[config.mk]
export PLATFORM = sky130hd
export DESIGN_NAME = coderom_loader
export DESIGN_NICKNAME = d
export VERILOG_FILES = /design/src/rtl/coderom_loader.sv
export SDC_FILE = /design/constraint.sdc
export NUM_CORES = 1
export LEC_CHECK = 0
export CAP_MARGIN = 30
export CORE_UTILIZATION = 30
export CTS_CLUSTER_SIZE = 12
export DETAILED_ROUTE_END_ITERATION = 10
export PLACE_DENSITY_LB_ADDON = 0.08
export SETUP_SLACK_MARGIN = 0.15
export SYNTH_ARGS = -nofsm -noshare
export SYNTH_HDL_FRONTEND = slang
export SYNTH_SLANG_ARGS = --single-unit
[constraint.sdc]
create_clock -name clk -period 1.5 [get_ports clk]
set_input_delay 0.225 -clock clk [delete_from_list [all_inputs] [get_ports clk]]
set_output_delay 0.225 -clock clk [all_outputs]
set_load 0.01 [all_outputs]
[src/rtl/coderom_loader.sv]
// coderom_loader: streams the boot image into the code ROM banks, then sequences CPU reads.
// Define CHECKSUM_EN to require a 16-bit sum trailer after the image (adds CHECK and ERR).
module coderom_loader #(
    parameter int BANKS = 4
) (
    input  logic        clk,
    input  logic        reset,
    input  logic        ld_valid,
    input  logic [7:0]  ld_data,
    output logic        ld_ready,
    input  logic        reload,
    input  logic        cpu_req,
    input  logic [14:0] cpu_a,
    output logic        cpu_ack,
    output logic [7:0]  cpu_data,
    output logic        cpu_hold,
    output logic        done,
    output logic        err,
    output logic [12:0] rom_a,
    output logic [3:0]  rom_ce_n,
    input  logic [7:0]  rom_out,
    output logic        wr_en,
    output logic [1:0]  wr_bank,
    output logic [7:0]  wr_d,
    output logic [1:0]  dbg_state
);

    localparam logic [14:0] LAST_IDX = 15'(BANKS * 8192 - 1);
    localparam logic [2:0]  NBANKS   = 3'(BANKS);

    typedef enum logic [1:0] {ST_LOAD, ST_CHECK, ST_RUN, ST_ERR} state_t;
    typedef enum logic [1:0] {RD_IDLE, RD_CE, RD_ACK} rd_phase_t;

    state_t      r_state;
    rd_phase_t   r_rd_phase;
    logic [14:0] r_cnt;
    logic        r_rd_ok;
    logic        r_reload_pend;
    logic        r_ld_ready;
    logic        r_cpu_ack;
    logic [7:0]  r_cpu_data;
    logic        r_cpu_hold;
    logic        r_done;
    logic [12:0] r_rom_a;
    logic [3:0]  r_rom_ce_n;
    logic        r_wr_en;
    logic [1:0]  r_wr_bank;
    logic [7:0]  r_wr_d;

    // Byte handshake: a byte transfers on any clock edge where ld_valid and ld_ready are both high;
    // ld_ready is registered and does not depend on ld_valid.
    logic w_accept;
    logic w_bank_ok;
    logic w_take_reload;

    assign w_accept      = ld_valid & r_ld_ready;
    assign w_bank_ok     = {1'b0, cpu_a[14:13]} < NBANKS;
    assign w_take_reload = ((r_rd_phase == RD_IDLE) && reload) ||
                           ((r_rd_phase == RD_ACK) && (reload || r_reload_pend));

`ifdef CHECKSUM_EN
    logic [15:0] r_sum;
    logic [7:0]  r_chk_hi;
    logic        r_chk_phase;
    logic        r_err;
    assign err = r_err;
`else
    assign err = 1'b0;
`endif

    always_ff @(posedge clk) begin
        if (reset) begin
            r_state       <= ST_LOAD;
            r_rd_phase    <= RD_IDLE;
            r_cnt         <= '0;
            r_rd_ok       <= 1'b0;
            r_reload_pend <= 1'b0;
            r_ld_ready    <= 1'b0;
            r_cpu_ack     <= 1'b0;
            r_cpu_data    <= '0;
            r_cpu_hold    <= 1'b1;
            r_done        <= 1'b0;
            r_rom_a       <= '0;
            r_rom_ce_n    <= 4'hF;
            r_wr_en       <= 1'b0;
            r_wr_bank     <= '0;
            r_wr_d        <= '0;
`ifdef CHECKSUM_EN
            r_sum         <= '0;
            r_chk_hi      <= '0;
            r_chk_phase   <= 1'b0;
            r_err         <= 1'b0;
`endif
        end else begin
            r_wr_en   <= 1'b0;
            r_cpu_ack <= 1'b0;
            case (r_state)
                ST_LOAD: begin
                    r_ld_ready <= 1'b1;
                    if (w_accept) begin
                        r_wr_en   <= 1'b1;
                        r_wr_bank <= r_cnt[14:13];
                        r_rom_a   <= r_cnt[12:0];
                        r_wr_d    <= ld_data;
                        r_cnt     <= r_cnt + 15'd1;
`ifdef CHECKSUM_EN
                        r_sum     <= r_sum + {8'h00, ld_data};
                        if (r_cnt == LAST_IDX) r_state <= ST_CHECK;
`else
                        if (r_cnt == LAST_IDX) begin
                            r_state    <= ST_RUN;
                            r_ld_ready <= 1'b0;
                            r_cpu_hold <= 1'b0;
                            r_done     <= 1'b1;
                        end
`endif
                    end
                end
`ifdef CHECKSUM_EN
                ST_CHECK: begin
                    if (w_accept) begin
                        if (!r_chk_phase) begin
                            r_chk_hi    <= ld_data;
                            r_chk_phase <= 1'b1;
                        end else begin
                            r_chk_phase <= 1'b0;
                            r_ld_ready  <= 1'b0;
                            if ({r_chk_hi, ld_data} == r_sum) begin
                                r_state    <= ST_RUN;
                                r_cpu_hold <= 1'b0;
                                r_done     <= 1'b1;
                            end else begin
                                r_state <= ST_ERR;
                                r_err   <= 1'b1;
                            end
                        end
                    end
                end
                ST_ERR: begin
                    r_ld_ready <= 1'b0;
                    r_rom_ce_n <= 4'hF;
                end
`endif
                ST_RUN: begin
                    if (w_take_reload) begin
                        r_state       <= ST_LOAD;
                        r_rd_phase    <= RD_IDLE;
                        r_cnt         <= '0;
                        r_done        <= 1'b0;
                        r_cpu_hold    <= 1'b1;
                        r_ld_ready    <= 1'b1;
                        r_reload_pend <= 1'b0;
`ifdef CHECKSUM_EN
                        r_sum         <= '0;
                        r_chk_phase   <= 1'b0;
`endif
                    end else begin
                        case (r_rd_phase)
                            RD_IDLE: begin
                                if (cpu_req) begin
                                    r_rd_phase <= RD_CE;
                                    r_rom_a    <= cpu_a[12:0];
                                    r_rd_ok    <= w_bank_ok;
                                    if (w_bank_ok) r_rom_ce_n <= ~(4'b0001 << cpu_a[14:13]);
                                end
                            end
                            RD_CE: begin
                                r_cpu_data <= r_rd_ok ? rom_out : 8'h00;
                                r_cpu_ack  <= 1'b1;
                                r_rom_ce_n <= 4'hF;
                                r_rd_phase <= RD_ACK;
                                if (reload) r_reload_pend <= 1'b1;
                            end
                            default: r_rd_phase <= RD_IDLE;
                        endcase
                    end
                end
                default: r_state <= r_state;
            endcase
        end
    end

    assign ld_ready  = r_ld_ready;
    assign cpu_ack   = r_cpu_ack;
    assign cpu_data  = r_cpu_data;
    assign cpu_hold  = r_cpu_hold;
    assign done      = r_done;
    assign rom_a     = r_rom_a;
    assign rom_ce_n  = r_rom_ce_n;
    assign wr_en     = r_wr_en;
    assign wr_bank   = r_wr_bank;
    assign wr_d      = r_wr_d;
    assign dbg_state = r_state;

endmodule

==> out/results.ini, run 1 <==
[clock_tree]
cts_hold_buffers = 0
numCtsBuffers = 9
cts_root_buf = clkbuf_8
htree_levels = 3
clk_pin_slew_ns = 0.07
cts.sinks = 59
clk_path_buf_depth = 2
cts_tree = built
clk_latency_ns = 0.34

[synth]
synth_top_cell_by_area = dfxtp_1
synth.distinct_cells = 44
synth_area_per_cell_sq_um = 9.46
ys_ff_latch = 59
synth_edf_count = 0
ys.warnings.count = 0
ys_seq_area_share_pct = 47.1
synthTopCellsByArea = dfxtp_1, a21oi_1, mux2i_1
synthesis.area_sq_um = 2510
ys_async_sr_fraction_pct = 0
yosys_most_used_dff = dfxtp_1
synth_cells = 265
yosysTopAreaCellShare_pct = 47.1

[detailed_routing]
vias_per_cell = 4.75
num_vias = 2300
drt-pass1-iter-count = 4
ant_nets = 0
wl_met3_um = 251
highest_layer = met4
wl_per_cell_um = 13.3
drc = 0
drt_iter0_markers = 55
wl_met2_mm = 2.94
wirelength_mm = 6.46
wl_met1_mm = 3.19

[sta]
clock-skew-final_ns = 0.00925
setup_violations = 0
hold_violations = 0
post-route-worst-setup-slack_ns = 0.0462
holdWs_ns = 0.184
tightest_slew_ns = 0.618
fmax_ghz = 0.688
rsz0062_at_grt = yes
finalCritPeriodShare_pct = 96.9
maxSlewHeadroom_pct = 58.8
fin_crit_ns = 1.45
slew_violations = 0

[worst_setup_path]
end_kind = register
start_kind = register
r2r_setup_slack_ns = 0.05
critPathKind = register to register
cp.required_ns = 1.78
arrival_ns = 1.73
cp_max_fo = 5

[global_routing]
gr-total-overflow = 0
grt_use_total_pct = 16.0
antenna_found_initial = 0
first_global_vias = 2132
grt_pass1_wl_mm = 10.7
grt_max_degree = 27

[power]
seqPwrFrac_pct = 46.5
sw_frac_of_total_pct = 24.0
powerDensity_nw_per_um2 = 879
p_sw_w = 0.000835
internal_power_w = 0.00264
pwr-share-comb_pct = 9.5
p_leak_nw = 1.62
vdd_ir_drop_max_mv = 0.474
pwr-share-clk_pct = 44.0

[placement]
place_ws_ns = -0.304
numPortBuffers = 76
gp_congestion = 0.742
hpwl_mm = 4.62

[job]
drv_cap = 0

[floorplanning]
die-area_sq_um = 8720
io_pins = 79
die_h_um = 93.4
rows = 32
core_area_sq_um = 7890
die_w_um = 93.4
start_util_pct = 31.8

[finish]
drive_above_1_share_pct = 29.3
area.growth.synth_to_final_pct = 57.8
antenna_cells = 0
final_cell_mix = dfxtp_1, dlygate4sd2_1, buf_4
final_common_cell = dfxtp_1
multiInputGateArea_sq_um = 1360
fillerInstances = 768
seqCellArea_sq_um = 1200
nets = 414

[run_status]
outcome = finished clean

[min_path]
hold_path_class = input port to register

per-stage QoR:
step | setup TNS, ns | cell area (sq um) | total power [W] | util [%] | cells
after floorplan | 0 | 2540 | 0.00179 | - | 266
after global placement | -6.73 | 3610 | 0.00200 | 45.8 | 466
after detailed placement | -7.20 | 3610 | 0.00200 | 45.8 | 466
after CTS | 0 | 3810 | 0.00350 | 48.3 | 482
after global routing | -0.0781 | 3960 | 0.00362 | 50.1 | 484
final | 0 | 3960 | 0.00348 | 50.1 | 484
sequential cells by signal, summed over array words and instances (netlist names):
register / count
r_reload_pend: 1
r_rd_ok: 1
ld_ready: 1
done: 1
wr_bank: 2
cpu_data: 8
wr_en: 1
rom_ce_n: 4
cpu_ack: 1
r_rd_phase: 2
wr_d: 8
r_cnt: 15
cpu_hold: 1
rom_a: 13
synth_stat cells, types with 2 or more instances:
cell type / n
o21a_1: 2
nand4_1: 2
a211oi_2: 7
o21bai_1: 4
and3b_1: 2
a211oi_1: 6
nor3_1: 2
a22o_1: 8
nand2_1: 28
a21o_1: 3
nor2_1: 26
buf_6: 2
and3_1: 3
dfxtp_1: 59
buf_4: 6
or3_1: 6
a21oi_1: 29
buf_2: 2
nand3_1: 5
or4_1: 6
inv_1: 4
and4b_1: 2
nand2b_1: 2
clkbuf_1: 7
mux2i_1: 14
and4_1: 2
o31ai_1: 5
o21ai_0: 5
worst paths after layout:
check                                          start                    endpoint  depth (start not counted)
worst min register to register  wr_d[7]$_SDFFE_PP0P_        wr_d[7]$_SDFFE_PP0P_                          2
worst max register to register     done$_SDFFE_PP0P_       r_cnt[9]$_SDFFE_PP0P_                          4
worst min-delay path                           reset  r_rd_phase[0]$_SDFFE_PP0P_                          2
worst max-delay path               done$_SDFFE_PP0P_       r_cnt[9]$_SDFFE_PP0P_                          4
layout make-up:
class | count | area share, %
inverter | 4 | 0.380
clock inverter | 5 | 1.55
tap | 102 | 3.23
sequential | 59 | 30.4
timing repair buffer | 117 | 26.2
multi-input combinational | 186 | 34.4
clock buffer | 11 | 3.83
critical path, stage by stage, from the launching register on:
cell	delay, ns
dfxtp_4	0.35
and3b_2	0.29
a32oi_4	0.14
or4_4	0.50
a21oi_2	0.12
power groups by stage:
stage / combinational (W) / sequential [W] / clock (W)
floorplan: 0.000121 / 0.00167 / 0
global placement: 0.000339 / 0.00166 / 0
detailed placement: 0.000340 / 0.00166 / 0
CTS: 0.000324 / 0.00162 / 0.00156
global route: 0.000362 / 0.00162 / 0.00164
finish: 0.000331 / 0.00162 / 0.00153
kinds of logic (layout without fill, tap and decap cells):
group | Yosys count | after routing | share of synthesized area [%]
XOR/XNOR | 2 | 2 | 0.699
flip-flops | 59 | 59 | 47.1
buffers and inverters | 21 | 137 | 4.74
AND/OR/NAND/NOR | 94 | 94 | 20.0
AO/OA/AOI/OAI | 73 | 73 | 21.2
adder cells (fa/ha/maj) | 1 | 1 | 0.499
other | 1 | 2 | 0.150
multiplexers | 14 | 14 | 5.59
timing repair:
item                                    in CTS  in global routing
endpoints found under the setup margin      71                 42
pin swaps                                    2                  9
setup buffers                                0                  2
gates resized for setup                     51                 31
metal layers:
metal | vias to the layer above | track usage (%)
met3 | 7 | 5.12
met5 | - | 0
met1 | 1063 | 22.2
li1 | 1182 | -
met2 | 48 | 23.4
met4 | 0 | 5.38
No activity file was read; power rests on OpenSTA's default activity.
==> run 2, diff against run 1 <==
--- a/config.mk
+++ b/config.mk
@@ -10,7 +10,8 @@
 export CTS_CLUSTER_SIZE = 12
 export DETAILED_ROUTE_END_ITERATION = 10
 export PLACE_DENSITY_LB_ADDON = 0.08
-export SETUP_SLACK_MARGIN = 0.15
+export REMOVE_ABC_BUFFERS = 1
+export SETUP_SLACK_MARGIN = 0.3
 export SYNTH_ARGS = -nofsm -noshare
 export SYNTH_HDL_FRONTEND = slang
 export SYNTH_SLANG_ARGS = --single-unit
==> run 2 against run 1 <==
Net effect: the flow now finishes with violations (negative setup slack); clock skew shrank 0.0027 ns; worst setup slack lost 0.085 ns; count of clock-buffer cells in the layout shrank 1; global-route usage grew 0.37 points; design area grew 9.8%; first-iteration DRC count grew 20%; wire length grew 11%; critical path depth grew 1; sequential power is essentially flat; power grew 3.0%; utilization grew 4.9 points; worst hold slack gained 0.050 ns.
==> out/results.ini, run 2 (synthesis gave the netlist of run 1 again) <==
[floorplanning]
io_pins = 79
core_area_sq_um = 7890
die_w_um = 93.4
rows = 32
start_util_pct = 31.8
die-area_sq_um = 8720
die_h_um = 93.4

[placement]
place_inst = 465
gp_congestion = 0.770
hpwl_mm = 4.52
placed_cell_area_sq_um = 3590
numPortBuffers = 76

[min_path]
min-delay-start = reset
worst_hold_path.num_cells = 2
hold_end = r_rd_ok$_SDFFE_PP0P_
hold_path_class = input port to register

[finish]
fillerInstances = 731
final_area_sq_um = 4340
antenna_cells = 0
area.growth.synth_to_final_pct = 73.3
final_common_cell = dfxtp_1
largest_reg_flops = 15
instances_no_fill = 500
nets = 430
regMostFlops = r_cnt
drive_above_1_share_pct = 36.7
final_cell_mix = dfxtp_1, buf_4, clkdlybuf4s50_1

[worst_setup_path]
slowest_delay_ns = 0.54
cp_max_fo = 6
reg2reg_to = r_cnt[9]$_SDFFE_PP0P_
r2r-start = done$_SDFFE_PP0P_
reg2regPathDepth = 5
critPathTopFamily = simple AND/OR/NAND/NOR gates
cp.required_ns = 1.77
path_cells = buf_6 -> and4b_1 -> a32oi_4 -> or4_1 -> a21oi_2
cp_slowest_cell = or4_1
r2r_setup_slack_ns = -0.04
critPathKind = register to register
arrival_ns = 1.81
start_kind = register
end_kind = register
crit_buf_inv = 1

[detailed_routing]
drt_iter0_markers = 66
drc = 0
drt-pass1-iter-count = 4
wl_per_cell_um = 14.3
ant_nets = 0
num_vias = 2386
vias_per_cell = 4.77
wirelength_mm = 7.14

[sta]
fmax_ghz = 0.650
fin_crit_ns = 1.54
tns_ns = -0.179
holdWs_ns = 0.234
slew_violations = 0
rsz0062_at_grt = yes
finalCritPeriodShare_pct = 103
hold_violations = 0
post-route-worst-setup-slack_ns = -0.0385
clock-skew-final_ns = 0.00656
setup_violations = 14

[clock_tree]
numCtsBuffers = 9
cts_hold_buffers = 0
clk_pin_slew_ns = 0.07
cts_root_buf = clkbuf_8
clk_path_buf_depth = 2
cts.sinks = 59
htree_levels = 3
clk_latency_ns = 0.34
cts_tree = built

[run_status]
outcome = finished with violations
violations = negative setup slack

[power]
vdd_ir_drop_max_mv = 0.435
total_power_w = 0.00358
powerDensity_nw_per_um2 = 824
p_leak_nw = 1.75

[global_routing]
gr-total-overflow = 0
antenna_found_initial = 0
grt_pass1_wl_mm = 11.0
first_global_vias = 2254
grt_max_degree = 17
grt_use_total_pct = 16.4

[job]
drv_cap = 0

-- run 2: changes by cell type in the layout (fill, tap and decap cells not counted), moves of 8 or more --
cell and delta:
a21oi_1 -10, a21oi_2 +8, buf_6 +13, clkdlybuf4s15_1 +20, dfxtp_1 +8, dlygate4sd2_1 -25
nand2_1 -8
-- run 2: how the worst max path moves through the flow --
| stage | from | depth (start not counted) | slack, ns | endpoint |
|---|---|---|---|---|
| CTS | done$_SDFFE_PP0P_ | 4 | -0.03 | r_cnt[11]$_SDFFE_PP0P_ |
| global route | done$_SDFFE_PP0P_ | 5 | -0.08 | r_cnt[9]$_SDFFE_PP0P_ |
| detailed placement | ld_valid | 5 | -0.41 | r_cnt[9]$_SDFFE_PP0P_ |
| global placement | ld_valid | 5 | -0.38 | r_cnt[11]$_SDFFE_PP0P_ |
| floorplan | done$_SDFFE_PP0P_ | 4 | -0.77 | rom_a[10]$_SDFFE_PP0P_ |
| finish | done$_SDFFE_PP0P_ | 5 | -0.04 | r_cnt[9]$_SDFFE_PP0P_ |
-- run 2: layer usage --
layer	GRT usage [%]	vias to the layer above	share of wire (%)
met4	8.08	0	1.6
met1	21.8	1108	47
met2	25.3	54	47
li1	-	1214	-
met3	3.17	10	4.3
met5	0	-	0
-- run 2: stage by stage --
stage | setup WS (ns) | util (%)
finish | -0.0385 | 55.1
global route | -0.0798 | 55.1
CTS | -0.0257 | 50.1
detailed placement | -0.414 | 45.5
global placement | -0.383 | 45.5
floorplan | -0.775 | -
-- run 2: layout make-up --
class	count	area, sq um	area share, %
multi-input cells	186	1500	34.5
flip-flops and latches	59	1190	27.4
clock inverters	6	80.1	1.84
clock buffers	10	128	2.94
well taps	102	128	2.94
inverters	4	15.0	0.346
repair buffers	133	1310	30.0
-- run 2: repair_timing --
action,4_1_cts,5_1_grt
pin swaps,17,35
setup buffers,9,6
cloned,1,3
gates resized for setup,79,96
endpoints found under the setup margin,98,81
-- run 2: report_power, final --
part | total [W] | internal (W) | switching [W]
combinational | 0.000418 | 0.000228 | 0.000190
clock | 0.00154 | 0.000923 | 0.000617
sequential | 0.00162 | 0.00160 | 0.0000193
total | 0.00358 | 0.00275 | 0.000826
